## src/rtl/paralelo_serial_param.sv

```systemverilog
// Single-clock parallel-to-serial converter with valid/ready intake and idle-word fill.
// Optional PARITY_BIT_EN appends an even-parity bit after each word's LSB.
`timescale 1ns/1ps

module paralelo_serial_param #(
  parameter int unsigned      WIDTH      = 8,
  parameter logic [WIDTH-1:0] IDLE_WORD  = WIDTH'(8'hBC),
  parameter int unsigned      SYNC_WORDS = 4
) (
  input  logic             clk_32f,
  input  logic             reset_L,
  input  logic             valid_in,
  input  logic [WIDTH-1:0] data_in,
  output logic             ready_out,
  output logic             data_out,
  output logic             active_out
);

`ifdef PARITY_BIT_EN
  localparam int unsigned FRAME = WIDTH + 1;
`else
  localparam int unsigned FRAME = WIDTH;
`endif
  localparam int unsigned CntW  = $clog2(FRAME);
  localparam int unsigned SyncW = (SYNC_WORDS > 0) ? $clog2(SYNC_WORDS + 1) : 1;

  typedef enum logic [0:0] {StSync, StActive} state_e;

  localparam state_e ResetState = (SYNC_WORDS == 0) ? StActive : StSync;

  state_e             state_q, state_d;
  logic [CntW-1:0]    cnt_q, cnt_d;
  logic [FRAME-1:0]   shreg_q, shreg_d;
  logic [SyncW-1:0]   sync_q, sync_d;
  logic [WIDTH-1:0]   word;
  logic               load;

  assign load = (cnt_q == CntW'(FRAME - 1));

  always_comb begin
    state_d = state_q;
    sync_d  = sync_q;
    cnt_d   = cnt_q + 1'b1;
    shreg_d = {shreg_q[FRAME-2:0], 1'b0};
    word    = IDLE_WORD;
    if (load) begin
      cnt_d = '0;
      unique case (state_q)
        StSync: begin
          sync_d = sync_q + 1'b1;
          // The load that fetches the last sync idle word also opens the link.
          if (sync_q == SyncW'(SYNC_WORDS - 1)) state_d = StActive;
        end
        StActive: begin
          if (valid_in) word = data_in;
        end
        default: ;
      endcase
`ifdef PARITY_BIT_EN
      shreg_d = {word, ^word};
`else
      shreg_d = word;
`endif
    end
  end

  always_ff @(posedge clk_32f or negedge reset_L) begin
    if (!reset_L) begin
      state_q <= ResetState;
      cnt_q   <= CntW'(FRAME - 1);
      shreg_q <= '0;
      sync_q  <= '0;
    end else begin
      state_q <= state_d;
      cnt_q   <= cnt_d;
      shreg_q <= shreg_d;
      sync_q  <= sync_d;
    end
  end

  assign data_out   = shreg_q[FRAME-1];
  assign active_out = (state_q == StActive);
  assign ready_out  = (state_q == StActive) && load;

endmodule
```

## config.mk

```make
export PLATFORM = sky130hd
export DESIGN_NAME = paralelo_serial_param
export DESIGN_NICKNAME = d
export VERILOG_FILES = /design/src/rtl/paralelo_serial_param.sv
export SDC_FILE = /design/constraint.sdc
export NUM_CORES = 1
export LEC_CHECK = 0
export BUFFER_PORTS_ARGS = -buffer_cell sky130_fd_sc_hd__buf_2
export CAP_MARGIN = 20
export CORE_AREA = 2 2 39 41
export DETAILED_ROUTE_END_ITERATION = 12
export DIE_AREA = 0 0 41 43
export PLACE_DENSITY = 0.71
export SYNTH_ARGS = -nofsm -noshare
export SYNTH_HDL_FRONTEND = slang
export SYNTH_SLANG_ARGS = --single-unit
```

## constraint.sdc

```tcl
create_clock -name clk_32f -period 2.2 [get_ports clk_32f]
set_clock_uncertainty 0.2 [all_clocks]
set_input_delay 0.11 -clock clk_32f [delete_from_list [all_inputs] [get_ports clk_32f]]
set_output_delay 0.11 -clock clk_32f [all_outputs]
set_load 0.05 [all_outputs]
```

# [Word-level counts from Yosys, hierarchy flattened]
# Index checks and enable logic that the tools add are counted.
[word_totals] regBits=15 latchBits=0 ramBits=0 mem_bits_ro=0 in_bits=11 out_inout_bits=3 word_cells=17 n_memories=0
[classes] addsub=2 multipliers=0 div=0 magnitude_cmp=0 n_eq_ne=2 shift=0 n_mux=6 bitwise_logic=1 n_reduce_logical=2
[ops] op="$mux 8" n=3
[ops] op="$add 3x1->3 const B" n=2
[ops] op="$eq 3x2->1 const B" n=1
[ops] op="$eq 3x3->1 const B" n=1
[ops] op="$mux 3" n=1
[ops] op="$mux 1" n=2
[ops] op="$reduce_and 2->1" n=1
[ops] op="$logic_and 1x1->1" n=1
[ops] op="$not 1->1" n=1

# [Logic depth before layout (Yosys ltp)]
# Gate-level depths: netlist (run 1).
[logic_depth] depth_word=3 mapped_depth=5 mapped_depth_nobuf=4

# [Worst setup path after synthesis (run 1)]
# Ideal clock, no wire load.
[synth_path] path_type="register to output" start="register cnt_q[0]" end="output port ready_out" t_arrival_ps=1525 t_required_ps=1890 path_slack_ps=365 path_stages_with_launch=6 n_path_buf=2 cell_sequence="dfstp_2 > ha_1 > ha_1 > buf_6 > buf_2 > and2_1"
[synth_between] elab_chain_cells=2
[synth_lines] element="start, declared" line_no="32" source="logic [CntW-1:0] cnt_q, cnt_d;"
[synth_lines] element="start signal, assigned" line_no="70" source="cnt_q <= CntW'(FRAME - 1);"
[synth_lines] element="start signal, assigned" line_no="75" source="cnt_q <= cnt_d;"
[synth_lines] element="$eq 3x3->1" line_no="38" source="assign load = (cnt_q == CntW'(FRAME - 1));"
[synth_lines] element="$logic_and 1x1->1" line_no="83" source="assign ready_out = (state_q == StActive) && load;"
[synth_lines] element="end, declared" line_no="14" source="output logic ready_out,"
# Every way passes these cells.

# [Final worst setup path (run 1)]
# Ends and elaborated chain as after synthesis.

==> metrics.yaml, run 1 <==
global_route:
  grt_max_degree: 16
  track_usage_pct: 17.5
  antenna_found_initial: 0
  grt_pass1_wl_um: 1930
  grt.busiest_layer: "met1"
  use_met2_pct: 21.3
  grt_pass1_vias: 462
  met1_usage_pct: 25.1
  overflow: 0
  use_met3_pct: 4.71
logic_synthesis:
  synthCells: 52
  syn_avg_cell_area_um2: 12.1
  ys_ff_latch: 15
  yosysSeqAreaShare_pct: 60.5
  synth_fp_nets: 67
  yosys_warnings: 0
  synth_area_um2: 627
  yosysUniqueCellTypes: 18
sta:
  final.setup.tns_ps: 0
  timing.final.ws_setup_ps: 252
  fin_crit_sh_pct: 88.5
  hold_ws_ps: 40.1
  hold_viol_final: 0
  rsz0062_at_grt: "no"
  period_needed_ps: 1950
  slew_viol_final: 0
  fmax_mhz: 513
  setup_viol: 0
  slew_headroom_pct: 78.9
  tightest_slew_ps: 317
floorplan:
  num_rows: 14
  io_pins: 14
  die_h_um: 43
  initial_utilization_pct: 45.3
  die-area_um2: 1760
  die_width_um: 41
  core_um2: 1380
placed_design:
  hpwl_um: 681
  dp_slack_ps: 547
  port_buffers: 13
  place_congestion: 0.704
  dp.cells: 80
power_and_ir_drop:
  vdd_drop_max_uv: 303
  switching_share_pct: 22.6
  p_int_w: 0.000372
  power_frac_comb_pct: 8.6
  pwr-share-clk_pct: 32.4
  total_leakage_power_nw: 0.449
  sequentialPowerShare_pct: 59.0
  p_per_area_nw_per_um2: 579
  power.net_switching_w: 0.000109
routing:
  num_vias: 439
  drt_first_iter_violations: 6
  wirelength_um: 1060
  first_pass_iters: 3
  wl_per_cell_um: 11.2
  drc: 0
  ant_nets: 0
  viasPerCell: 4.67
worst_setup_path:
  worst-r2r-setup-slack_ps: 520
  r2r_start: "cnt_q[0]"
  r2r_cells: 5
  r2r_end: "shreg_q[6]"
  crit_required_ps: 1890
  crit_type: "reg -> out"
  cp-end-kind: "output port"
  cp-start-kind: "register"
  cp_data_arrival_time_ps: 1640
  cp_max_fo: 5
clock_network:
  cts_sinks: 15
  hold_buffers: 10
  cts_tree: "yes"
  post_cts_buffers: 0
  clk_latency_ps: 290
  htreeDepth: 1
  cts_inserted_buffers: 3
  clockBufferDepth: 2
  cts_resized: 0
  clk_pin_slew_ps: 90
  root_buffer: "clkbuf_4"
final_layout:
  drive_gt1_share_pct: 30.8
  final_cell_mix: "13 x buf_2, 12 x dfrtp_1, 10 x dlygate4sd3_1"
  layout_commonest_cell: "buf_2"
  area_delta_synth_final_pct: 32.5
  layout.nets: 94
  diodes: 0
  finalNonFillerCells: 94
run:
  max_cap_violations: 0
status:
  status: "finished, final reports clean"
min_path:
  hold_class: "in -> async"
-- flip-flops by register name, summed over array words and instances, names as in the netlist --
name and cells:
active_out 1, shreg_q 8, sync_q 3, cnt_q 3
-- how the worst max path moves through the flow --
stage	from	end	slack (ps)	cells after the start
floorplan	cnt_q[0]	ready_out	370	5
global placement	cnt_q[0]	shreg_q[1]	590	5
detailed placement	cnt_q[0]	shreg_q[5]	550	5
CTS	cnt_q[0]	ready_out	230	4
global route	cnt_q[0]	ready_out	140	4
finish	cnt_q[0]	ready_out	250	4
-- per-stage QoR --
stage | total power [W] | util [%] | area [um^2]
final | 0.000481 | 60.0 | 831
after global placement | 0.000317 | 50.8 | 703
after detailed placement | 0.000317 | 50.8 | 703
after floorplan | 0.000300 | - | 627
after CTS | 0.000490 | 60.0 | 831
after global routing | 0.000503 | 60.0 | 831
-- layer usage --
| metal | part of all wire (%) | vias to the layer above | routed length, um |
|---|---|---|---|
| met1 | 47 | 206 | 496 |
| met3 | 3.4 | 4 | 36 |
| met5 | 0 | - | 0 |
| li1 | - | 222 | - |
| met2 | 45 | 7 | 480 |
| met4 | 3.9 | 0 | 41 |
-- critical path, stage by stage (launching register included) --
cell and delay [ps]:
dfstp_2 540, ha_1 140, ha_1 260, and2_1 150, buf_2 250
-- kinds of logic after synthesis --
| family | Yosys count | synth area share, % |
|---|---|---|
| muxes | 2 | 3.99 |
| and+or+nand+nor | 12 | 11.0 |
| xor gates and xnor gates | 1 | 1.40 |
| adders and majority gates | 4 | 7.98 |
| buffers and inverters | 10 | 7.38 |
| AOI/OAI and AO/OA | 8 | 7.78 |
| DFF | 15 | 60.5 |
-- power by group through the flow --
stage	Clock [W]	Combinational, W	Sequential, W
5_1_grt	0.000172	0.0000465	0.000285
6_report	0.000156	0.0000412	0.000284
3_5_place_dp	0	0.0000278	0.000289
4_1_cts	0.000165	0.0000415	0.000284
2_1_floorplan	0	0.00000798	0.000292
3_3_place_gp	0	0.0000277	0.000289
-- cells in the mapped netlist, drive strengths merged --
library cell	count	area share, %
dfstp	3	13
and2	2	2.2
and3	1	1.0
mux2	1	2.4
ha	4	8.0
inv	8	4.8
o21ai	2	1.6
a21o	1	1.2
mux2i	1	1.6
dfrtp	12	48
nand4	2	2.0
buf	2	2.6
xnor2	1	1.4
nor2	6	3.6
nand2b	1	2.2
a31oi	5	5.0
-- area by class of cell --
type	count	area, um^2
clock buffers	3	22.5
clock inverters	1	5.00
fillers	111	553
inverters	8	30.0
multi-input cells	27	201
flip-flops and latches	15	379
well taps	16	20.0
repair buffers	24	173
No activity file was read; power rests on OpenSTA's default activity.
==> inputs of run 2 (changes only) <==
==> constraint.sdc (replaced) <==
create_clock -name clk_32f -period 2.2 [get_ports clk_32f]
set_clock_uncertainty 0.2 [all_clocks]
set_input_delay 0.44 -clock clk_32f [delete_from_list [all_inputs] [get_ports clk_32f]]
set_output_delay 0.44 -clock clk_32f [all_outputs]
set_load 0.05 [all_outputs]
==> metrics.yaml, run 2 (same netlist as run 1, synthesis figures left out) <==
worst_setup_path:
  crit_required_ps: 1560  # -330 ps
  cp-end-kind: "output port"
  cp-start-kind: "register"
  r2r_end: "sync_q[1]"
  r2r_cells: 5  # unchanged
  r2r_start: "cnt_q[0]"
  crit_type: "reg -> out"
  worst-r2r-setup-slack_ps: 450  # -70 ps
  cp_max_fo: 2  # -3
  cp_data_arrival_time_ps: 1450  # -190 ps
sta:
  setup_viol: 0  # unchanged
  hold_viol_final: 0  # unchanged
  fmax_mhz: 479  # -6.6%
  fin_crit_sh_pct: 94.8  # +6.3 points
  rsz0062_at_grt: "no"
  period_needed_ps: 2090  # +138 ps
  tightest_slew_ps: 325  # +7.68 ps
  slew_headroom_pct: 78.3  # -0.51 points
  slew_viol_final: 0  # unchanged
  final.setup.tns_ps: 0  # unchanged
final_layout:
  final_cell_mix: "12 x dfrtp_1, 12 x buf_2, 8 x inv_1"
  top_register: "shreg_q"
  top_regs: "shreg_q (8), cnt_q (3), sync_q (3)"
  area_delta_synth_final_pct: 18.6
  layout.nets: 85  # -9.6%
  final_util_pct: 53.7  # -6.3 points
  drive_gt1_share_pct: 34.8  # +4.0 points
  diodes: 0  # unchanged
  largest_reg_flops: 8  # unchanged
global_route:
  track_usage_pct: 16.1  # -1.3 points
  grt_pass1_vias: 409  # -11%
  antenna_found_initial: 0  # unchanged
  overflow: 0  # unchanged
  grt_pass1_wl_um: 1780  # -7.9%
  grt_max_degree: 19  # +3
clock_network:
  cts_tree: "yes"
  clk_latency_ps: 280  # about the same
  clk_pin_slew_ps: 90  # about the same
  clockBufferDepth: 2  # unchanged
  cts_inserted_buffers: 3  # unchanged
  root_buffer: "clkbuf_4"
  htreeDepth: 1  # unchanged
  cts_sinks: 15  # unchanged
power_and_ir_drop:
  p_per_area_nw_per_um2: 624  # +7.8%
  vdd_drop_max_uv: 400  # +32%
  total_leakage_power_nw: 0.411  # -8.5%
placed_design:
  place_congestion: 0.754  # +7.1%
  port_buffers: 13  # unchanged
  hpwl_um: 670  # -1.7%
floorplan:
  die-area_um2: 1760  # unchanged
  core_um2: 1380  # unchanged
  die_h_um: 43  # unchanged
  num_rows: 14  # unchanged
  die_width_um: 41  # unchanged
  io_pins: 14  # unchanged
  initial_utilization_pct: 45.3  # unchanged
routing:
  drt_first_iter_violations: 4  # -2
  wl_per_cell_um: 11.2  # about the same
  ant_nets: 0  # unchanged
  viasPerCell: 4.74  # +1.5%
  first_pass_iters: 3  # unchanged
  wirelength_um: 954  # -9.6%
  num_vias: 403  # -8.2%
  drc: 0  # unchanged
min_path:
  hold_class: "in -> reg"
  hp-start: "data_in[0]"
  min_delay_path_depth: 2
  hold_end: "shreg_q[0]"
run:
  max_cap_violations: 0  # unchanged
status:
  status: "finished, final reports clean"
run 2: power by group:
group / switching, W / total [W] / internal (W)
logic: 0.0000167 / 0.0000286 / 0.0000120
registers: 0.00000158 / 0.000284 / 0.000282
clock network: 0.0000840 / 0.000151 / 0.0000674
run 2: routing by layer:
metal / global-route usage (%) / vias to the layer above / share of wire [%]
met5: 0 / - / 0
met3: 4.71 / 2 / 3.4
met2: 20.6 / 7 / 48
li1: - / 205 / -
met1: 21.2 / 189 / 47
met4: 14.0 / 0 / 1.8
run 2: timing repair:
action	CTS	global route
buffers inserted	0	0
endpoints found under the hold margin	12	0
setup endpoints to repair	0	1
gates resized for setup	0	1
hold buffers	1	0
run 2: worst max-delay path by stage:
stage | slack [ps] | from | cells after the start | to
floorplan | 40 | cnt_q[0] | 5 | ready_out
global placement | 410 | cnt_q[0] | 4 | ready_out
detailed placement | 390 | cnt_q[0] | 4 | ready_out
CTS | 60 | cnt_q[0] | 4 | ready_out
global route | 30 | cnt_q[0] | 4 | ready_out
finish | 110 | cnt_q[0] | 4 | ready_out
run 2: stage by stage:
step	cell area, um^2	total power [W]	std cells	worst slack, ps	hold WS, ps
2_1_floorplan	627	0.000300	52	35.3	-55.6
3_3_place_gp	703	0.000316	80	409	155
3_5_place_dp	703	0.000317	80	390	152
4_1_cts	741	0.000474	85	59.0	186
5_1_grt	743	0.000491	85	27.7	185
6_report	743	0.000464	85	114	197
run 2: critical path: stages (launching register included):
cell and delay (ps):
dfstp_2 540, ha_1 140, ha_1 150, and2_1 120, clkbuf_4 220
run 2: area by class of cell:
class,instances,area [um^2]
Inverter,8,30.0
Fill cell,125,641
Sequential cell,15,379
Timing Repair Buffer,15,85.1
Tap cell,16,20.0
Clock buffer,3,22.5
Multi-Input combinational cell,27,201
Clock inverter,1,5.00
